`src/rtl/sram_req_adapter.sv`:
```
// Ready/valid request front-end for a single-port RW SRAM with one-cycle read latency.
// Read data lands in a small in-order response FIFO; request acceptance is credit-gated on FIFO space.
module sram_req_adapter #(
  parameter int ADDR_W     = 10,
  parameter int DATA_W     = 8,
  parameter int RESP_DEPTH = 2
) (
  input  logic              clock,
  input  logic              reset,
  input  logic              req_valid,
  output logic              req_ready,
  input  logic              req_write,
  input  logic [ADDR_W-1:0] req_addr,
  input  logic [DATA_W-1:0] req_wdata,
  input  logic              req_wmask,
  output logic              resp_valid,
  input  logic              resp_ready,
  output logic [DATA_W-1:0] resp_rdata,
  output logic              mem_en,
  output logic              mem_wmode,
  output logic              mem_wmask,
  output logic [ADDR_W-1:0] mem_addr,
  output logic [DATA_W-1:0] mem_wdata,
  input  logic [DATA_W-1:0] mem_rdata
);
  localparam int CW = $clog2(RESP_DEPTH + 1);
  localparam int PW = $clog2(RESP_DEPTH);

  logic [CW-1:0]     fifo_count;
  logic [PW-1:0]     wr_ptr, rd_ptr;
  logic              rd_inflight;
  logic [DATA_W-1:0] fifo_mem [RESP_DEPTH];
  logic [CW:0]       occupancy;
  logic              fire, push, pop;

  function automatic logic [PW-1:0] ptr_inc(input logic [PW-1:0] p);
    return (p == PW'(RESP_DEPTH - 1)) ? '0 : p + PW'(1);
  endfunction

  // An in-flight read already owns a FIFO slot, so it counts against credit.
  assign occupancy = {1'b0, fifo_count} + {{CW{1'b0}}, rd_inflight};
  assign req_ready = !reset && (occupancy < (CW+1)'(RESP_DEPTH));
  assign fire      = req_valid && req_ready;

  assign mem_en    = fire;
  assign mem_wmode = fire && req_write;
  assign mem_wmask = fire && req_write && req_wmask;
  assign mem_addr  = req_addr;
  assign mem_wdata = req_wdata;

  assign push       = rd_inflight;
  assign resp_valid = (fifo_count != '0);
  assign resp_rdata = fifo_mem[rd_ptr];
  assign pop        = resp_valid && resp_ready;

  always_ff @(posedge clock) begin
    if (reset) begin
      fifo_count  <= '0;
      wr_ptr      <= '0;
      rd_ptr      <= '0;
      rd_inflight <= 1'b0;
    end else begin
      rd_inflight <= fire && !req_write;
      if (push) wr_ptr <= ptr_inc(wr_ptr);
      if (pop)  rd_ptr <= ptr_inc(rd_ptr);
      case ({push, pop})
        2'b10:   fifo_count <= fifo_count + CW'(1);
        2'b01:   fifo_count <= fifo_count - CW'(1);
        default: fifo_count <= fifo_count;
      endcase
    end
  end

  // Storage needs no reset; entries are only visible once counted.
  always_ff @(posedge clock) begin
    if (push && !reset) fifo_mem[wr_ptr] <= mem_rdata;
  end
endmodule

```
`config.mk`:
```
export PLATFORM = sky130hd
export DESIGN_NAME = sram_req_adapter
export DESIGN_NICKNAME = d
export VERILOG_FILES = /design/src/rtl/sram_req_adapter.sv
export SDC_FILE = /design/constraint.sdc
export NUM_CORES = 1
export LEC_CHECK = 0
export CAP_MARGIN = 10
export CORE_AREA = 2 2 56 64
export CTS_CLUSTER_SIZE = 30
export DETAILED_ROUTE_END_ITERATION = 16
export DIE_AREA = 0 0 58 66
export GPL_TIMING_DRIVEN = 0
export PLACE_DENSITY = 0.81
export SYNTH_ARGS = -nofsm -noshare
export SYNTH_HDL_FRONTEND = slang
export SYNTH_SLANG_ARGS = --single-unit
```
`constraint.sdc`:
```
create_clock -name clock -period 1.6 [get_ports clock]
set_input_delay 0.32 -clock clock [delete_from_list [all_inputs] [get_ports clock]]
set_output_delay 0.32 -clock clock [all_outputs]
set_load 0.005 [all_outputs]
```
==> impl_metrics.toml <==
[outcome]
status = "finished, violations left"
violations = "negative setup slack"

[placed_design]
io_buffers = 43
placed_area_mm2 = 0.00146
gp_congestion = 0.758
dpl.hpwl_mm = 1.41

[job]
max_cap_violations = 0

[final_layout]
drive_gt1_share_pct = 45.6
syn2layout_area_growth_pct = 59.9
post-route-cell-area_mm2 = 0.00157
num-fill-cells = 283
seqCellArea_um2 = 611
multi_input_area_um2 = 273
nets = 159
num_antenna_cells = 0

[critical_path]
crit_chain = "buf_6, buf_4, mux2_2, clkbuf_2"
arrival_ns = 1.32
start_kind = "flip-flop"
slowest_delay_ns = 0.41
critPathMaxFanout = 5
critPathRequiredTime_ns = 1.28
critical_path.top_delay_family = "flip-flops"
critPathKind = "reg2out"
critical-path-slowest-cell = "dfxtp_4"
cp_num_buf_inv = 3
endpoint_kind = "output port"

[logic_synthesis]
yosysTopAreaCell = "edfxtp_1"
yosys-top-cells-area = "edfxtp_1, buf_4, dfxtp_1"
synth_seq_cells = 22
avgSynthCellArea_um2 = 13.6
synth-seq-area-share_pct = 61.2
synthAdderAreaFrac_pct = 1.28
yosysTopAreaCellShare_pct = 49.0
muxShareOfSynthArea_pct = 9.18
synthCells = 72
yosysWarnings = 0
synth_top_family_by_area = "buffers and inverters"
yosys.area_share.simple_pct = 6.63
synthesis.area_um2 = 981
synth_cell_types = 22
synth_compound_area_share_pct = 3.06
synth-xor-area-share_pct = 3.57
synth_nets = 105

[cts]
numCtsBuffers = 3
cts_tree = "yes"
cts-root-buf = "clkbuf_4"
clk_latency_ns = 0.29
htreeDepth = 1
clockBufferDepth = 2
clkTransAtPathRegs_ns = 0.11
postCtsHoldBufs = 0
clock-sinks = 22

[floorplan]
die_h_um = 66
die_area_mm2 = 0.00383
die_w_um = 58
num_rows = 22
start_util_pct = 30.7
pin_count = 63
core_mm2 = 0.00319

[sta]
max_freq_mhz = 608
finalWorstSetupSlack_ns = -0.0443
final-max-slew-violation-count = 0
setup_viol = 3
slew_headroom_pct = 56.6
fin_skew_ns = 0.00732
period_share_pct = 103
tns_ns = -0.0996
finalHoldViolations = 0
rsz0062_at_grt = "yes"
min_period_ns = 1.64
worst_pin_slew_ns = 0.648

[global_routing]
grtUsageTotal_pct = 9.19
antenna_found_initial = 0
gr-total-overflow = 0
grt_pass1_vias = 653
grt_max_degree = 13
grt_pass1_wl_mm = 2.72

[power_and_ir_drop]
finalPower_mw = 1.36
power_density_mw_per_mm2 = 865
vdd_drop_max_v = 0.000741
p_leak_nw = 0.631

[route]
drtAntennaViolNets = 0
viasPerCell = 4.22
routed_wl_mm = 1.84
drcViolationCount = 0
drtIter0Drc = 8
firstDrtPassIters = 4
wl_per_cell_um = 11.4
vias = 680

[worst_hold_path]
hp-class = "in2reg"
==> routing by layer <==
| metal | up-vias | GRT usage [%] | part of all wire, % |
|---|---|---|---|
| li1 | 339 | - | - |
| met1 | 287 | 10.8 | 42 |
| met2 | 54 | 16.5 | 47 |
| met3 | 0 | 2.74 | 12 |
| met4 | 0 | 1.74 | 0 |
| met5 | - | 0 | 0 |
==> worst register-to-register path, cell delays in order, from the launching register on <==
cell and delay, ns:
dfxtp_4 0.38, buf_4 0.14, o21a_1 0.19, ha_1 0.31, or3_1 0.35, a21oi_1 0.15
==> per-stage QoR <==
step / utilization (%) / setup slack [ns] / hold WS (ns) / instances
2_1_floorplan: - / 0.0525 / 0.392 / 72
3_3_place_gp: 45.6 / -0.316 / 0.497 / 151
3_5_place_dp: 45.6 / -0.320 / 0.510 / 151
4_1_cts: 47.8 / -0.120 / 0.295 / 160
5_1_grt: 49.1 / -0.130 / 0.309 / 161
6_report: 49.1 / -0.0443 / 0.327 / 161
==> report_power, final <==
part	leakage (nW)	internal, mW	switching, mW
registers	0.196	0.647	0.0338
clock network	0.0210	0.138	0.150
logic	0.415	0.268	0.120
total	0.631	1.05	0.303
==> cell type report <==
type / count / share of cell area [%]
Inverter: 1 / 0.239
Clock buffer: 4 / 2.31
Buffer: 19 / 8.93
Timing Repair Buffer: 50 / 29.3
Sequential cell: 22 / 38.9
Tap cell: 36 / 2.87
Multi-Input combinational cell: 29 / 17.4
==> timing repair <==
item	CTS	global route
setup endpoints to repair	29	11
resized for setup	41	23
pin swaps	4	0
buffers inserted	6	1
==> registers in the layout, indices dropped and copies added, names as in the netlist, named ones only <==
| name | flops |
|---|---|
| wr_ptr | 1 |
| rd_ptr | 1 |
| fifo_count | 2 |
| push | 1 |
| fifo_mem | 16 |
==> cells by family (layout without fill, tap and decap cells) <==
kind of cell,after synthesis,after routing
AO/OA/AOI/OAI,4,4
XOR/XNOR,4,4
adder cells (fa/ha/maj),1,1
buffers and inverters,21,74
flip-flops,22,22
multiplexers,8,8
AND/OR/NAND/NOR,12,12
==> final timing paths <==
kind / startpoint / to / slack [ns] / cells after the start
worst min register to register: fifo_count[1]$_SDFFE_PP0P_ / fifo_count[1]$_SDFFE_PP0P_ / 0.54 / 2
worst min-delay path: reset / fifo_count[1]$_SDFFE_PP0P_ / 0.33 / 2
worst max register to register: fifo_count[0]$_SDFFE_PP0P_ / fifo_count[1]$_SDFFE_PP0P_ / 0.01 / 5
worst max-delay path: flip-flop / resp_rdata[3] / -0.04 / 4
==> placed cells by master (no fill, tap or decap), types with 2 or more instances in the layout <==
cell             instances
dfxtp_1                  2
xnor2_1                  3
nor2_1                   4
buf_2                    4
dfxtp_2                  2
clkbuf_4                 3
and2_1                   2
mux2_2                   2
buf_6                    7
edfxtp_1                16
mux2_4                   6
buf_4                   21
clkdlybuf4s50_1         30
clkbuf_2                 5
dfxtp_4                  2
==> cells in the mapped netlist (all sizes together) <==
| cell | n |
|---|---|
| or3 | 1 |
| and2 | 2 |
| xor2 | 1 |
| nor2b | 1 |
| nor2 | 4 |
| inv | 1 |
| xnor2 | 3 |
| dfxtp | 6 |
| ha | 1 |
| edfxtp | 16 |
| a211oi | 1 |
| clkbuf | 1 |
| nor3b | 1 |
| or2 | 1 |
| a21oi | 1 |
| buf | 19 |
| mux2 | 8 |
| o21a | 1 |
| nor3 | 1 |
| o21ai | 1 |
| and3 | 1 |
Power figures use the tool's default switching activity.
==> variant 1: new RTL, config.mk and constraints unchanged <==
Change the parameter `ADDR_W` from 10 to 9.
--- a/src/rtl/sram_req_adapter.sv
+++ b/src/rtl/sram_req_adapter.sv
@@ -1,7 +1,7 @@
 // Ready/valid request front-end for a single-port RW SRAM with one-cycle read latency.
 // Read data lands in a small in-order response FIFO; request acceptance is credit-gated on FIFO space.
 module sram_req_adapter #(
-  parameter int ADDR_W     = 10,
+  parameter int ADDR_W     = 9,
   parameter int DATA_W     = 8,
   parameter int RESP_DEPTH = 2
 ) (
Ports: changed (resized mem_addr and req_addr); port bits go from 63 to 61. The function was not compared with the original's and may differ.
==> variant 1 against the original RTL <==
  * The run still ends with setup timing left
  * Register-to-register slack better by 40 ps
  * Area after synthesis down 0.77%
  * Clock skew down 6.4 ps
  * Wire length up 8.2%
  * Final area up 2.1%
  * Sequential cell count unchanged
  * First-iteration DRC count up 63%
  * Core utilization up 1.0 points
  * Total power down 0.91%
  * Worst setup slack worse by 110 ps
  * Global-route usage up 1.1 points
  * Clock power down 15%
  * Non-clock buffer count up 2
==> variant 1: results (changes against the original RTL) <==
| Metric | Value |
|---|---|
| Run status | `complete, but fails checks` |
| Violated checks | `setup timing` |
| Via Count | `680 (unchanged)` |
| R2r setup slk | `50 ps (+40 ps)` |
| Hold Path Cell Cnt | `2 (unchanged)` |
| H-tree depth | `1 (unchanged)` |
| CP max stage delay | `370 ps (-40 ps)` |
| CP Max Fanout | `2 (-3)` |
| Vias in the first global route | `704 (+7.8%)` |
| Crit Reg-Reg Startpoint | `fifo_count[0]` |
| Area contributors post-synth | `edfxtp_1 (49%), buf_4 (13%), dfxtp_1 (12%)` |
| CTS clk-pin slew, worst paths | `110 ps (about the same)` |
| Routed WL | `1990 µm (+8.2%)` |
| Worst skew pair latency | `290 ps (about the same)` |
| Final setup margin | `-159 ps (-114 ps)` |
| DRT iter0 DRCs | `13 (+5)` |
| Gpl congestion | `0.761 (+0.48%)` |
| Post-synth EDFFs | `16 (unchanged)` |
| Post-DP HPWL | `1440 µm (+1.8%)` |
| Filler cell count | `276 (-2.5%)` |
| Top cells by count, synth | `buf_4 (17), edfxtp_1 (16), mux2_2 (8)` |
| CTS buffer count | `3 (unchanged)` |
| Leak | `0.637 nW (+0.85%)` |
| Worst min path class | `in -> reg` |
| Net Count, Synth | `103 (-1.9%)` |
| Regs by FF count | `fifo_mem x16, fifo_count x2` |
| Worst hold start | `reset` |
| Cell variety after synth | `22 (unchanged)` |
| CTS root buffer | `clkbuf_4` |
| Async S/R FF share, synth | `0 (unchanged)` |
| Global-route wire length before repair | `3020 µm (+11%)` |
| Slew @ Worst Pin | `670 ps (+21.9 ps)` |
| Pin count of the biggest net entering global routing | `13 (unchanged)` |
| Hold endpoint | `rd_ptr` |
| Worst Skew | `0.961 ps (-6.36 ps)` |
| Maximum vdd ir drop | `0.000482 V (-35%)` |
| DRT Pass-1 Iters | `4 (unchanged)` |
| Seq/Total Area, Yosys | `0.617 (+0.00472)` |
| Yosys warning count | `0 (unchanged)` |
| GRT Overall Usage | `0.102 (+0.0105)` |
| WP data arrival | `1440 ps (+120 ps)` |
| Dpl cell area | `1440 µm² (-1.2%)` |
| NumNets Final | `160 (+0.63%)` |
| PortBufs | `42 (-2.3%)` |
| Reg2reg end | `fifo_count[1]` |
| Initial antenna violation count | `0 (unchanged)` |
| Switching power | `0.000313 W (+3.1%)` |
| Crit path max-delay cell type | `dfxtp_4` |
| Setup Viol. Count Final | `3 (unchanged)` |
| Antenna diode count | `0 (unchanged)` |
| Worst-case clock buffer depth | `2 (unchanged)` |
| Worst Reg-to-Reg Cells | `6 (+1)` |
| Layout cells sized above 1 | `0.504 (+0.0479)` |
-- variant 1: cell types whose count changed after synthesis --
cell / delta
buf_4: -1
-- variant 1: logic make-up after synthesis --
family / share of synthesized area
AO/OA/AOI/OAI: 0.0308
XOR/XNOR: 0.0360
adder cells (fa/ha/maj): 0.0129
buffers and inverters: 0.144
flip-flops: 0.617
multiplexers: 0.0925
AND/OR/NAND/NOR: 0.0668
-- variant 1: layout make-up --
cell class                 count  area share
multi-input combinational     29       0.187
clock buffer                   4      0.0164
sequential                    22       0.380
tap                           36      0.0281
buffer                        18      0.0828
inverter                       1     0.00234
timing repair buffer          53       0.303
-- variant 1: routing by layer --
layer,track usage,wire length [µm]
met1,0.106,758
met2,0.200,1070
met3,0.0254,164
met4,0.0262,0
met5,0,0
-- variant 1: stage by stage --
stage | worst slack [ps] | utilization | hold slack (ps) | instances | setup TNS, ps
5_1_grt | -233 | 0.502 | 330 | 163 | -592
4_1_cts | -149 | 0.489 | 311 | 159 | -405
6_report | -159 | 0.502 | 324 | 163 | -318
2_1_floorplan | 52.5 | - | 392 | 71 | 0
3_5_place_dp | -314 | 0.451 | 506 | 149 | -6680
3_3_place_gp | -287 | 0.451 | 495 | 149 | -4950
-- variant 1: timing repair --
item                                    in CTS  in global routing
setup buffers                                7                  5
endpoints found under the hold margin        0                  0
gates resized for setup                     53                 17
hold buffers                                 0                  0
endpoints found under the setup margin      29                 21
pin swaps                                    4                  1
-- variant 1: worst max path at each step --
| stage | depth (start not counted) | startpoint | to |
|---|---|---|---|
| 2_1_floorplan | 2 | reset | fifo_mem[1][0] |
| 3_3_place_gp | 4 | req_write | mem_wmask |
| 3_5_place_dp | 4 | req_write | mem_wmask |
| 4_1_cts | 5 | push | mem_wmask |
| 5_1_grt | 5 | fifo_count[0] | mem_wmask |
| 6_report | 5 | fifo_count[0] | mem_wmask |
-- variant 1: power groups by stage --
stage,combinational (W),clock (W),sequential (W)
global route,0.000460,0.000282,0.000683
global placement,0.000328,0,0.000674
detailed placement,0.000337,0,0.000678
CTS,0.000388,0.000256,0.000678
finish,0.000423,0.000244,0.000678
floorplan,0.000165,0,0.000671
-- variant 1: critical path: cells and delay by family, from the launching register on --
family / cells / cell delay (ps)
AOI/OAI and AO/OA: 1 / 250
buffers and inverters: 2 / 230
DFF: 1 / 370
and+or+nand+nor: 2 / 300
==> variant 2: new RTL, same flow settings <==
Without the edit above. Make the reset (`reset`) asynchronous in one clocked block.
--- a/src/rtl/sram_req_adapter.sv
+++ b/src/rtl/sram_req_adapter.sv
@@ -53,7 +53,7 @@
   assign resp_rdata = fifo_mem[rd_ptr];
   assign pop        = resp_valid && resp_ready;
 
-  always_ff @(posedge clock) begin
+  always_ff @(posedge clock or posedge reset) begin
     if (reset) begin
       fifo_count  <= '0;
       wr_ptr      <= '0;
Behaviour: differs if reset is asserted again (counterexample within 4 cycles, from zero or initial values and one cycle with reset high); with reset held inactive, the same outputs for 10 cycles.
==> variant 2 against the original RTL <==
  * The flow still finishes with violations (setup timing)
  * Worst setup slack got worse by 62 ps
  * Final area up 6.6%
  * Wire length is 3.2% higher
  * Critical path depth unchanged
  * Area after synthesis fell by 1.5%
  * Synthesized cell count shrank 8.3%
  * Core utilization grew 3.3 points
  * Sequential cell count fell by 1
  * Critical path type unchanged
  * Critical endpoint is now mem_wmask
  * Highest routed layer unchanged
Power is not compared: it rests on default switching activity, and its combinational part moved more than twofold at a synthesized area within 25%.
==> variant 2: results (changes against the original RTL) <==
| Metric | Value |
|---|---|
| PortBufs | `44 (+2.3%)` |
| Area contributors post-synth | `edfxtp_1 (50%), buf_4 (14%), dfrtp_1 (13%)` |
| Initial antenna violation count | `0 (unchanged)` |
| Top cells by count, synth | `buf_4 (18), edfxtp_1 (16), mux2_2 (6)` |
| DR WL met3 | `173 µm (-20%)` |
| Routed WL | `1900 µm (+3.2%)` |
| Hold WS | `121 ps (-206 ps)` |
| Slew @ Worst Pin | `655 ps (+6.60 ps)` |
| Average vias per placed instance | `4.14 (-2.0%)` |
| Seq/Total Area, Yosys | `0.627 (+0.0147)` |
| Cell variety after synth | `17 (-23%)` |
| DP Cell Count | `146 (-3.3%)` |
| Power Sequential | `0.000709 W` |
| Via Count | `683 (+0.44%)` |
| WP data arrival | `1390 ps (+70 ps)` |
| Violated checks | `setup timing` |
| GRT Overall Usage | `0.0972 (+0.00536)` |
| Critical Path Source | `fifo_count[0]` |
| Dpl cell area | `1450 µm² (-0.34%)` |
| Post_cts resized | `65 (+59%)` |
| DRT iter0 DRCs | `3 (-5)` |
| Run status | `complete, but fails checks` |
| Pin count of the biggest net entering global routing | `12 (-1)` |
| Gpl congestion | `0.668 (-12%)` |
| Async S/R FF share, synth | `0.238 (+0.238)` |
| Met1 WL | `625 µm (-18%)` |
| Post-DP HPWL | `1390 µm (-1.8%)` |
| Number of setup buffers added after CTS | `11 (+5)` |
| R2r setup slk | `-40 ps (-50 ps)` |
| Synth Area per Inst | `14.6 µm² (+7.4%)` |
| Met3 Use GR | `0.0215 (-0.00587)` |
| Worst Skew | `3.87 ps (-3.46 ps)` |
| Net Count, Synth | `99 (-5.7%)` |
| Reg2reg end | `fifo_count[1]` |
| Setup Viol. Count Final | `12 (+9)` |
| Worst min path class | `in -> async` |
| Worst Reg-to-Reg Cells | `8 (+3)` |
| Post-synth EDFFs | `16 (unchanged)` |
| Met1 Use GR | `0.0882 (-0.0196)` |
| Met2 WL | `1100 µm (+28%)` |
| Crit path max-delay cell type | `dfrtp_1` |
| NumNets Final | `163 (+2.5%)` |
| DRT Pass-1 Iters | `2 (-2)` |
| Final TNS setup | `-809 ps (-710 ps)` |
| Layout cells sized above 1 | `0.496 (+0.0401)` |
| CTS buffer count | `3 (unchanged)` |
| CP Max Fanout | `2 (-3)` |
| Final setup margin | `-106 ps (-61.5 ps)` |
| Post-place setup slack | `-613 ps (-293 ps)` |
| Antenna diode count | `0 (unchanged)` |
| Met2 global-route usage | `0.207 (+0.0426)` |
| CP top delay family | `flip-flops` |
| Vias in the first global route | `720 (+10%)` |
| Global-route wire length before repair | `2880 µm (+5.8%)` |
| Crit path to | `mem_wmask` |
-- variant 2: cell types whose count changed after synthesis, sizes merged, moves of 2 or more --
cell,change
nor2,-3
dfxtp,-6
xor2,+2
dfrtp,+5
-- variant 2: logic make-up (layout without fill, tap and decap cells) --
family,count (synthesis),count (layout),synth area share
AND/OR/NAND/NOR,9,9,0.0557
AO/OA/AOI/OAI,1,1,0.0130
XOR/XNOR,5,5,0.0453
flip-flops,21,21,0.627
buffers and inverters,21,84,0.153
multiplexers,8,8,0.0933
adder cells (fa/ha/maj),1,1,0.0130
-- variant 2: final cells by class --
| class | instances | area [µm²] | area share |
|---|---|---|---|
| plain buffers | 19 | 146 | 0.0875 |
| clock buffers | 4 | 26.3 | 0.0157 |
| inverters | 2 | 7.51 | 0.00449 |
| multi-input cells | 24 | 273 | 0.163 |
| flip-flops and latches | 21 | 606 | 0.362 |
| well taps | 36 | 45.0 | 0.0269 |
| repair buffers | 59 | 569 | 0.340 |
